File: config.mk
export PLATFORM = sky130hd
export DESIGN_NAME = acq_sequencer_flat
export DESIGN_NICKNAME = d
export VERILOG_FILES = /design/src/rtl/acq_sequencer_if.sv /design/src/rtl/acq_sequencer.sv /design/src/flat_wrapper.sv
export SDC_FILE = /design/constraint.sdc
export NUM_CORES = 1
export LEC_CHECK = 0
export ABC_CLOCK_PERIOD_IN_PS = 5950
export BUFFER_PORTS_ARGS = -buffer_cell sky130_fd_sc_hd__buf_2
export CAP_MARGIN = 20
export CORE_MARGIN = 5
export CORE_UTILIZATION = 45
export CTS_BUF_LIST = sky130_fd_sc_hd__clkbuf_16
export CTS_CLUSTER_DIAMETER = 80
export DETAILED_ROUTE_END_ITERATION = 6
export HOLD_SLACK_MARGIN = 0.02
export SYNTH_ARGS = -nofsm -noshare
export SYNTH_HDL_FRONTEND = slang
export SYNTH_SLANG_ARGS = --single-unit
File: constraint.sdc
create_clock -name clk -period 5.95 [get_ports clk]
set_clock_uncertainty 0.05 [all_clocks]
set_input_delay 0.595 -clock clk [delete_from_list [all_inputs] [get_ports clk]]
set_output_delay 0.595 -clock clk [all_outputs]
set_load 0.01 [all_outputs]
File: src/rtl/acq_sequencer_if.sv
// Command/status bundle around acq_sequencer.
// slave = the sequencer; master = register block / chip-side logic that drives and observes it.
`timescale 1ns/1ps
interface acq_sequencer_if #(
    parameter int EVENT_CNT_WIDTH = 16
);
    logic                       start;
    logic                       abort;
    logic                       clear_err;
    logic [EVENT_CNT_WIDTH-1:0] n_events;
    logic                       fifo_space_ok;
    logic                       trig_from_chip;
    logic                       spi_cmd_ack;
    logic                       AD9228_read_en;
    logic                       trig_to_chip;
    logic                       spi_cmd_req;
    logic                       readout_start;
    logic                       busy;
    logic                       done;
    logic                       error;
    logic [1:0]                 err_code;
    logic [EVENT_CNT_WIDTH-1:0] event_count;

    modport slave (
        input  start, abort, clear_err, n_events, fifo_space_ok,
               trig_from_chip, spi_cmd_ack, AD9228_read_en,
        output trig_to_chip, spi_cmd_req, readout_start, busy, done,
               error, err_code, event_count
    );

    modport master (
        output start, abort, clear_err, n_events, fifo_space_ok,
               trig_from_chip, spi_cmd_ack, AD9228_read_en,
        input  trig_to_chip, spi_cmd_req, readout_start, busy, done,
               error, err_code, event_count
    );
endinterface

File: src/rtl/acq_sequencer.sv
// Autonomous trigger / SPI readout-command / ADC readout loop, repeated for a programmed
// number of events, with wait timeouts, sample-count checking and sticky error reporting.
`timescale 1ns/1ps
module acq_sequencer #(
    parameter int NUM_DATA          = 1280,
    parameter int TRIG_PULSE_CYCLES = 4,
    parameter int TIMEOUT_CYCLES    = 40000,
    parameter int GAP_CYCLES        = 16,
    parameter int EVENT_CNT_WIDTH   = 16
) (
    input  logic           clk,
    input  logic           rstn,
    acq_sequencer_if.slave bus
);
    localparam int SMP_W    = $clog2(NUM_DATA) + 1;
    localparam int TMR_MAX0 = (TIMEOUT_CYCLES > TRIG_PULSE_CYCLES) ? TIMEOUT_CYCLES : TRIG_PULSE_CYCLES;
    localparam int TMR_MAX  = (TMR_MAX0 > GAP_CYCLES) ? TMR_MAX0 : GAP_CYCLES;
    localparam int TMR_W    = $clog2(TMR_MAX + 1);

    localparam logic [TMR_W-1:0] TRIG_LAST = TMR_W'(TRIG_PULSE_CYCLES - 1);
    localparam logic [TMR_W-1:0] TO_LAST   = TMR_W'(TIMEOUT_CYCLES - 1);
    localparam logic [TMR_W-1:0] GAP_LAST  = TMR_W'(GAP_CYCLES - 1);
    localparam logic [SMP_W-1:0] SMP_GOOD  = SMP_W'(NUM_DATA);

    typedef enum logic [3:0] {
        S_IDLE, S_WAIT_SPACE, S_TRIG, S_WAIT_CHIP, S_SPI_CMD,
        S_START_READ, S_WAIT_READ, S_READOUT, S_GAP, S_ERROR
    } state_e;

    state_e                     state_q, state_d;
    logic [TMR_W-1:0]           tmr_q, tmr_d;
    logic [SMP_W-1:0]           smp_q, smp_d;
    logic [EVENT_CNT_WIDTH-1:0] evt_q, evt_d;
    logic [EVENT_CNT_WIDTH-1:0] nlat_q, nlat_d;
    logic [1:0]                 err_q, err_d;
    logic                       done_q, done_d;
    logic [2:0]                 sync_q;
    logic                       trig_q, req_q, rs_q, busy_q, error_q;
    logic                       chip_edge;

    // sync_q[1:0] is the two-flop synchronizer; sync_q[2] holds the previous synced level.
    assign chip_edge = sync_q[1] & ~sync_q[2];

    always_comb begin
        // NOTE: every next-state variable gets a default before the case so no path leaves one unassigned (no latches).
        state_d = state_q;
        smp_d   = smp_q;
        evt_d   = evt_q;
        nlat_d  = nlat_q;
        err_d   = err_q;
        done_d  = 1'b0;
        case (state_q)
            S_IDLE: begin
                if (bus.start && !bus.abort) begin
                    nlat_d  = bus.n_events;
                    evt_d   = '0;
                    state_d = S_WAIT_SPACE;
                end
            end
            S_WAIT_SPACE: if (bus.fifo_space_ok) state_d = S_TRIG;
            S_TRIG:       if (tmr_q == TRIG_LAST) state_d = S_WAIT_CHIP;
            S_WAIT_CHIP: begin
                if (chip_edge) begin
                    state_d = S_SPI_CMD;
                end else if (tmr_q == TO_LAST) begin
                    state_d = S_ERROR;
                    err_d   = 2'd1;
                end
            end
            S_SPI_CMD:    if (bus.spi_cmd_ack) state_d = S_START_READ;
            S_START_READ: state_d = S_WAIT_READ;
            S_WAIT_READ: begin
                if (bus.AD9228_read_en) begin
                    state_d = S_READOUT;
                    smp_d   = SMP_W'(1);
                end else if (tmr_q == TO_LAST) begin
                    state_d = S_ERROR;
                    err_d   = 2'd2;
                end
            end
            S_READOUT: begin
                if (bus.AD9228_read_en) begin
                    // Saturate so an overlong readout can never wrap back onto the good count.
                    smp_d = (&smp_q) ? smp_q : smp_q + SMP_W'(1);
                end else if (smp_q == SMP_GOOD) begin
                    evt_d   = evt_q + EVENT_CNT_WIDTH'(1);
                    state_d = S_GAP;
                end else begin
                    state_d = S_ERROR;
                    err_d   = 2'd3;
                end
            end
            S_GAP: begin
                if (tmr_q == GAP_LAST) begin
                    if ((nlat_q != '0) && (evt_q == nlat_q)) begin
                        done_d  = 1'b1;
                        state_d = S_IDLE;
                    end else begin
                        state_d = S_WAIT_SPACE;
                    end
                end
            end
            S_ERROR: begin
                if (bus.clear_err) begin
                    state_d = S_IDLE;
                    err_d   = 2'd0;
                end
            end
            default: state_d = S_IDLE;
        endcase

        // Abort outranks every transition above, including a same-cycle ack, timeout or event completion.
        if (bus.abort && (state_q != S_IDLE) && (state_q != S_ERROR)) begin
            state_d = S_IDLE;
            done_d  = 1'b0;
            evt_d   = evt_q;
            err_d   = err_q;
        end
    end

    // The shared timer restarts on every state change, so each wait is measured from its own entry.
    assign tmr_d = (state_d != state_q) ? '0 : tmr_q + TMR_W'(1);

    always_ff @(posedge clk or negedge rstn) begin
        if (!rstn) begin
            state_q <= S_IDLE;
            tmr_q   <= '0;
            smp_q   <= '0;
            evt_q   <= '0;
            nlat_q  <= '0;
            err_q   <= 2'd0;
            done_q  <= 1'b0;
            sync_q  <= '0;
            trig_q  <= 1'b0;
            req_q   <= 1'b0;
            rs_q    <= 1'b0;
            busy_q  <= 1'b0;
            error_q <= 1'b0;
        end else begin
            // NOTE: sequential state uses non-blocking assignments so every flop samples pre-edge values.
            state_q <= state_d;
            tmr_q   <= tmr_d;
            smp_q   <= smp_d;
            evt_q   <= evt_d;
            nlat_q  <= nlat_d;
            err_q   <= err_d;
            done_q  <= done_d;
            sync_q  <= {sync_q[1:0], bus.trig_from_chip};
            // Outputs are decoded from the next state into flops: glitch-free, same timing as the state.
            trig_q  <= (state_d == S_TRIG);
            req_q   <= (state_d == S_SPI_CMD);
            rs_q    <= (state_d == S_START_READ);
            busy_q  <= (state_d != S_IDLE) && (state_d != S_ERROR);
            error_q <= (state_d == S_ERROR);
        end
    end

    assign bus.trig_to_chip  = trig_q;
    assign bus.spi_cmd_req   = req_q;
    assign bus.readout_start = rs_q;
    assign bus.busy          = busy_q;
    assign bus.done          = done_q;
    assign bus.error         = error_q;
    assign bus.err_code      = err_q;
    assign bus.event_count   = evt_q;
endmodule
File: src/flat_wrapper.sv
// flat-port wrapper written by rule: the top's interface ports become plain ports
module acq_sequencer_flat 
#(
    parameter int NUM_DATA          = 1280,
    parameter int TRIG_PULSE_CYCLES = 4,
    parameter int TIMEOUT_CYCLES    = 40000,
    parameter int GAP_CYCLES        = 16,
    parameter int EVENT_CNT_WIDTH   = 16
)
  (clk, rstn, bus_start, bus_abort, bus_clear_err, bus_n_events, bus_fifo_space_ok, bus_trig_from_chip, bus_spi_cmd_ack, bus_AD9228_read_en, bus_trig_to_chip, bus_spi_cmd_req, bus_readout_start, bus_busy, bus_done, bus_error, bus_err_code, bus_event_count);
  acq_sequencer_if #(.EVENT_CNT_WIDTH(EVENT_CNT_WIDTH)) bus_i ();
  input  logic clk;
  input  logic rstn;
  input wire logic [$bits(bus_i.start)-1:0] bus_start;
  input wire logic [$bits(bus_i.abort)-1:0] bus_abort;
  input wire logic [$bits(bus_i.clear_err)-1:0] bus_clear_err;
  input wire logic [$bits(bus_i.n_events)-1:0] bus_n_events;
  input wire logic [$bits(bus_i.fifo_space_ok)-1:0] bus_fifo_space_ok;
  input wire logic [$bits(bus_i.trig_from_chip)-1:0] bus_trig_from_chip;
  input wire logic [$bits(bus_i.spi_cmd_ack)-1:0] bus_spi_cmd_ack;
  input wire logic [$bits(bus_i.AD9228_read_en)-1:0] bus_AD9228_read_en;
  output wire logic [$bits(bus_i.trig_to_chip)-1:0] bus_trig_to_chip;
  output wire logic [$bits(bus_i.spi_cmd_req)-1:0] bus_spi_cmd_req;
  output wire logic [$bits(bus_i.readout_start)-1:0] bus_readout_start;
  output wire logic [$bits(bus_i.busy)-1:0] bus_busy;
  output wire logic [$bits(bus_i.done)-1:0] bus_done;
  output wire logic [$bits(bus_i.error)-1:0] bus_error;
  output wire logic [$bits(bus_i.err_code)-1:0] bus_err_code;
  output wire logic [$bits(bus_i.event_count)-1:0] bus_event_count;
  assign bus_i.start = bus_start;
  assign bus_i.abort = bus_abort;
  assign bus_i.clear_err = bus_clear_err;
  assign bus_i.n_events = bus_n_events;
  assign bus_i.fifo_space_ok = bus_fifo_space_ok;
  assign bus_i.trig_from_chip = bus_trig_from_chip;
  assign bus_i.spi_cmd_ack = bus_spi_cmd_ack;
  assign bus_i.AD9228_read_en = bus_AD9228_read_en;
  assign bus_trig_to_chip = bus_i.trig_to_chip;
  assign bus_spi_cmd_req = bus_i.spi_cmd_req;
  assign bus_readout_start = bus_i.readout_start;
  assign bus_busy = bus_i.busy;
  assign bus_done = bus_i.done;
  assign bus_error = bus_i.error;
  assign bus_err_code = bus_i.err_code;
  assign bus_event_count = bus_i.event_count;
  acq_sequencer #(.NUM_DATA(NUM_DATA), .TRIG_PULSE_CYCLES(TRIG_PULSE_CYCLES), .TIMEOUT_CYCLES(TIMEOUT_CYCLES), .GAP_CYCLES(GAP_CYCLES), .EVENT_CNT_WIDTH(EVENT_CNT_WIDTH)) u_core (.clk(clk), .rstn(rstn), .bus(bus_i));
endmodule
# Yosys cells after proc, flatten, opt, wreduce, memory -nomap -nowiden
# Index checks and enable logic that the tools add are counted.
# op_classes
eq_ne	33
reduce_logical	18
n_mux	35
n_bitwise	3
addsub	3
# op_table
operator	count
$mux W16	4
$mux W4	11
$pmux W4 S10	1
$mux W12	3
$add A16 B1 Y16 const B	2
$pmux W16 S2	1
$eq A4 B3 Y1 const B	6
$pmux W12 S2	1
$eq A16 B16 Y1	1
$eq A16 B16 Y1 const B	1
$eq A16 B2 Y1 const B	1
$eq A16 B4 Y1 const B	1
$ne A2 B2 Y1 const B	8
$reduce_bool A16 Y1	1
$mux W2	7
$add A12 B1 Y12 const B	1
$eq A12 B11 Y1 const B	1
$eq A4 B2 Y1 const B	3
$eq A4 B4 Y1 const B	3
$reduce_and A12 Y1	1
$reduce_bool A4 Y1	3
$reduce_and A9 Y1	1
$ne A2 B1 Y1 const B	4
$ne A4 B4 Y1 const B	2
other kinds (13)	24
# word_totals
input_bits	25
regBits	75
output_inout_bits	24
word_cells	105

# Depth between registers and ports, before layout
# logic_depth
depth_word	8
depth_mapped	10
ltp_nobuf	9

# Least setup slack after synthesis
# Ideal clock, no wire load.
# synth_timing
path_type	register to register
startpoint	register u_core.tmr_q[0]
endpoint	register u_core.tmr_q[10]
slack_ns	3.379
t_required_ns	5.777
setup_time_ns	0.123
path_buffers	1
path_stages_with_launch	10
synth_period_minus_slack_ns	2.571
arrival_time_ns	2.398
path_cell_list	dfrtp_1 > ha_1 > nor4b_1 > nand4b_4 > or3_1 > a31o_1 > a31o_2 > a21oi_4 > buf_6 > nor3_1
# synth_via
elab_chain_cells	7
word_cells_on_any_way	13
classes_between	add/sub: 1; eq/ne: 4; mux: 8
# synth_lines
item	line_no	text
from (decl)	acq_sequencer.sv:31	logic [TMR_W-1:0] tmr_q, tmr_d;
from (signal assigned)	acq_sequencer.sv:142	tmr_q <= tmr_d;
$eq A16 B16 Y1	acq_sequencer.sv:65, acq_sequencer.sv:76	
$mux W4	acq_sequencer.sv:65, acq_sequencer.sv:76	
$mux W4, on equally long branches	acq_sequencer.sv:73, acq_sequencer.sv:63	
$pmux W4 S10	acq_sequencer.sv:52	case (state_q)
$mux W4	acq_sequencer.sv:113	if (bus.abort && (state_q != S_IDLE) && (state_q != S_ERROR)) begin
$ne A4 B4 Y1	acq_sequencer.sv:122	assign tmr_d = (state_d != state_q) ? '0 : tmr_q + TMR_W'(1);
$mux W16 (*)	acq_sequencer.sv:122	
net u_core.tmr_d[10]	acq_sequencer.sv:31	
# Mark *: on every way through the listed nets, which the timed path passes. The rest lies on a longest branch.
# A chain may end at the register's enable or synchronous reset.

# Worst setup path in the final report
# layout_timing
startpoint	register u_core.state_q[0]
endpoint	register u_core.tmr_q[7]
# layout_via
elab_chain_cells	6
word_cells_on_any_way	28
classes_between	eq/ne: 11; mux: 13; reduce/logical: 4
# layout_lines
item	line_no	text
from (decl)	acq_sequencer.sv:30	state_e state_q, state_d;
from (signal assigned)	acq_sequencer.sv:141	state_q <= state_d;
$mux W4 or $reduce_bool A4 Y1 (tied branches)	acq_sequencer.sv:65, acq_sequencer.sv:76, acq_sequencer.sv:113	
$mux W4, or another cell as far along	acq_sequencer.sv:73	if (bus.AD9228_read_en) begin
$pmux W4 S10 or $logic_and A1 B1 Y1 (tied branches)	acq_sequencer.sv:52, acq_sequencer.sv:113	
$mux W4	acq_sequencer.sv:113	
$ne A4 B4 Y1 (*)	acq_sequencer.sv:122	
$mux W16 (*)	acq_sequencer.sv:122	
net u_core.tmr_d[7]	acq_sequencer.sv:31	
# Marks and branches as above.

==> metrics.md <==
| Metric | Value |
|---|---|
| # rows | 34 |
| Top cells by area, synth | dfrtp_1, nand2_1, xnor2_1 |
| Cell Chain, Critical Path | nor2_1, nand4b_1, o311ai_0, nor3_1, a31o_2, a21oi_4, nor3_1 |
| Max_cap viols | 0 |
| Status | finished, final reports clean |
| Hold Crit Class | flip-flop to flip-flop |
| Worst Hold Path EP | u_core.sync_q[1] |
| Gpl congestion | 0.899 |
| H-Tree Depth | 3 |
| Synth Flop Type | dfrtp_1 |
| Post_cts resized | 0 |
| # Post-CTS Setup Buffers | 0 |
| FF+latch count, synth | 75 |
| Via count | 3190 |
| # diodes | 0 |
| Actual slew at the worst max-slew pin | 932 ps |
| CTS tree | done |
| Yosys top cell area share | 47.2% |
| Count of flip-flops with a built-in enable after synthesis | 0 |
| Cell with the most instances after synthesis | dfrtp_1 |
| DRT antenna net count | 0 |
| Critical path buffers and inverters | 0 |
| Largest net degree at the start of global routing | 76 |
| Area leader, netlist | dfrtp_1 |
| Period utilization | 52.5% |
| Cell with the most instances on the worst path | nor3_1 |
| WP data required | 6080 ps |
| Largest stage delay, worst path | 790 ps |
| Port bufs | 48 |
| Die height | 104 µm |
| Synth Instances | 433 |
| Drt initial violations | 167 |
| Hold path startpoint | u_core.sync_q[0] |
| Multi-input gate area | 2000 µm² |
| Worst path arrival time | 3260 ps |
| Initial Util | 45.8% |
| Reg2reg end | u_core.tmr_q[7] |
| Fin area | 4610 µm² |
| Sequential cell area | 1880 µm² |
| Vias per cell | 5.39 |
| First-pass GRT wire length | 15.9 mm |
| Register area share after synthesis | 47.2% |
| Final HPWL DP | 6.49 mm |
| Distinct cells, synth | 55 |
| Top-level I/O count | 49 |
| Fmax | 0.320 GHz |
| Crit. End Element | flip-flop |
| Fillcell total | 840 |
| Lkg Pwr | 2.12 nW |
| Yosys warns | 0 |
| Crit path depth | 7 |
| Rel. slew slack | 37.6% |
| Number of buffers created by CTS | 9 |
| Ys async rst share | 100% |
| P per Cell Area | 344 nW/µm² |
| Nets@finish | 508 |
| Overflow left after global routing | 0 |
| Latest clock arrival within the worst-skew pair | 330 ps |
| Share of cells above drive strength 1 | 14.5% |
| Clock sink count | 75 |
| Post-Place Cell Area | 4290 µm² |
| Final Hold Violating Endpoints | 0 |
| Die Wd | 104 µm |
| GR Util All Layers | 17.7% |
| Synthesized Nets | 462 |
| Initial antenna violation count | 0 |
| Post-layout util | 53.1% |
| Crit-path leading delay family | simple AND/OR/NAND/NOR gates |
| Area grow syn2layout | 15.8% |
| Vias in the first global route | 3210 |
| CP max FO | 22 |
| Total wire length | 9.05 mm |
| Mean post-synth cell area | 9.18 µm² |
| Clock Tree Root | clkbuf_16 |
| Most frequent cells after synthesis | dfrtp_1, nand2_1, nor2_1 |
| Startpoint types | flip-flop |
| Crit path time final | 3120 ps |
| Netlist area before placement | 3980 µm² |
| DRT Pass-1 Iters | 4 |
| Avg WL per Cell | 15.3 µm |
| CP Class | flip-flop to flip-flop |
| Die ar. | 10800 µm² |
| # setup viols final | 0 |
| Reg2Reg Depth | 7 |
| Max-slew violations | 0 |
| Flop2flop setup slack | 2830 ps |
| Core area | 8680 µm² |
| Clock Pin Slew Worst Setup and Hold Paths | 60 ps |
| Hold-fix buffers at CTS | 0 |
| WHS Path Cells | 0 |
| Max Buffers Root-to-Sink | 2 |
| RSZ-0062 raised after global routing | no |
| DRC | 0 |
| Setup TNS | 0 ps |
| Reg2reg start | u_core.state_q[0] |
| Peak supply drop | 0.000196 V |
| Slowest-stage cell, CP | nand4b_1 |
==> sequential cells by signal (all words and copies together), names as in the netlist, 2 cells and up <==
register and count:
u_core.sync_q 3, u_core.bus.err_code 2, u_core.smp_q 12, u_core.nlat_q 16
u_core.tmr_q 16, u_core.bus.event_count 16, u_core.state_q 4
==> worst register-to-register path, stage by stage, from the launching register on <==
cell and delay [ps]:
dfrtp_1 540, nor2_1 320, nand4b_1 790, o311ai_0 340
nor3_1 130, a31o_2 290, a21oi_4 400, nor3_1 130
==> power breakdown <==
group | leakage (nW) | switching [mW] | internal (mW)
logic | 0.974 | 0.233 | 0.159
registers | 1.00 | 0.0880 | 0.588
clock network | 0.144 | 0.200 | 0.319
total | 2.12 | 0.521 | 1.07
==> final cells by class <==
type | instances | share of cell area [%]
tap | 108 | 2.93
sequential | 75 | 40.7
timing repair buffer | 49 | 5.87
clock buffer | 9 | 4.89
multi-input combinational | 333 | 43.4
inverter | 11 | 0.896
clock inverter | 7 | 1.30
==> how the worst max path moves through the flow <==
stage,start,endpoint,slack [ps]
3_5_place_dp,u_core.state_q[0],u_core.tmr_q[7],2820
6_report,u_core.state_q[0],u_core.tmr_q[7],2830
4_1_cts,u_core.state_q[0],u_core.tmr_q[7],2830
5_1_grt,u_core.state_q[0],u_core.tmr_q[13],2480
2_1_floorplan,u_core.tmr_q[0],u_core.tmr_q[10],3380
3_3_place_gp,u_core.state_q[0],u_core.tmr_q[10],2940
==> cells in the final DEF (no fill, tap or decap), drive strengths merged, types with 5 or more instances in the layout <==
cell	Yosys	final
nor2b	6	6
buf	4	49
clkbuf	10	9
nor2	44	44
nand2	74	74
o21ai	10	10
nor3	23	23
dfrtp	75	75
nand3	24	24
xor2	24	24
a21oi	8	8
and3	12	12
and2	5	5
nor4	8	8
nand4	12	12
xnor2	29	29
inv	11	12
==> through the flow <==
stage                     power (mW)  worst slack [ps]  hold WS [ps]  instances
after global routing            1.70              2480           307        592
after floorplan                0.968              3380           249        433
after global placement          1.06              2940           301        575
after detailed placement        1.07              2820           288        575
final                           1.59              2830           297        592
after CTS                       1.59              2830           300        591
==> cells by family (layout without fill, tap and decap cells) <==
family          after synthesis  after routing  synth area share [%]
compound gates               42             42                  7.30
xor+xnor                     53             53                  11.7
simple gates                231            231                  29.2
flops                        75             75                  47.2
mux                           3              3                 0.787
buf+inv                      25             76                  2.58
fa+ha+maj                     4              4                  1.26
==> per-layer routing <==
metal	share of wire, %	track usage (%)	wire, µm
met5	0	0	0
met4	0.35	4.35	32
met2	47	27.1	4250
met3	4.3	4.10	385
met1	48	25.5	4380
(Power assumes the default switching activity.)
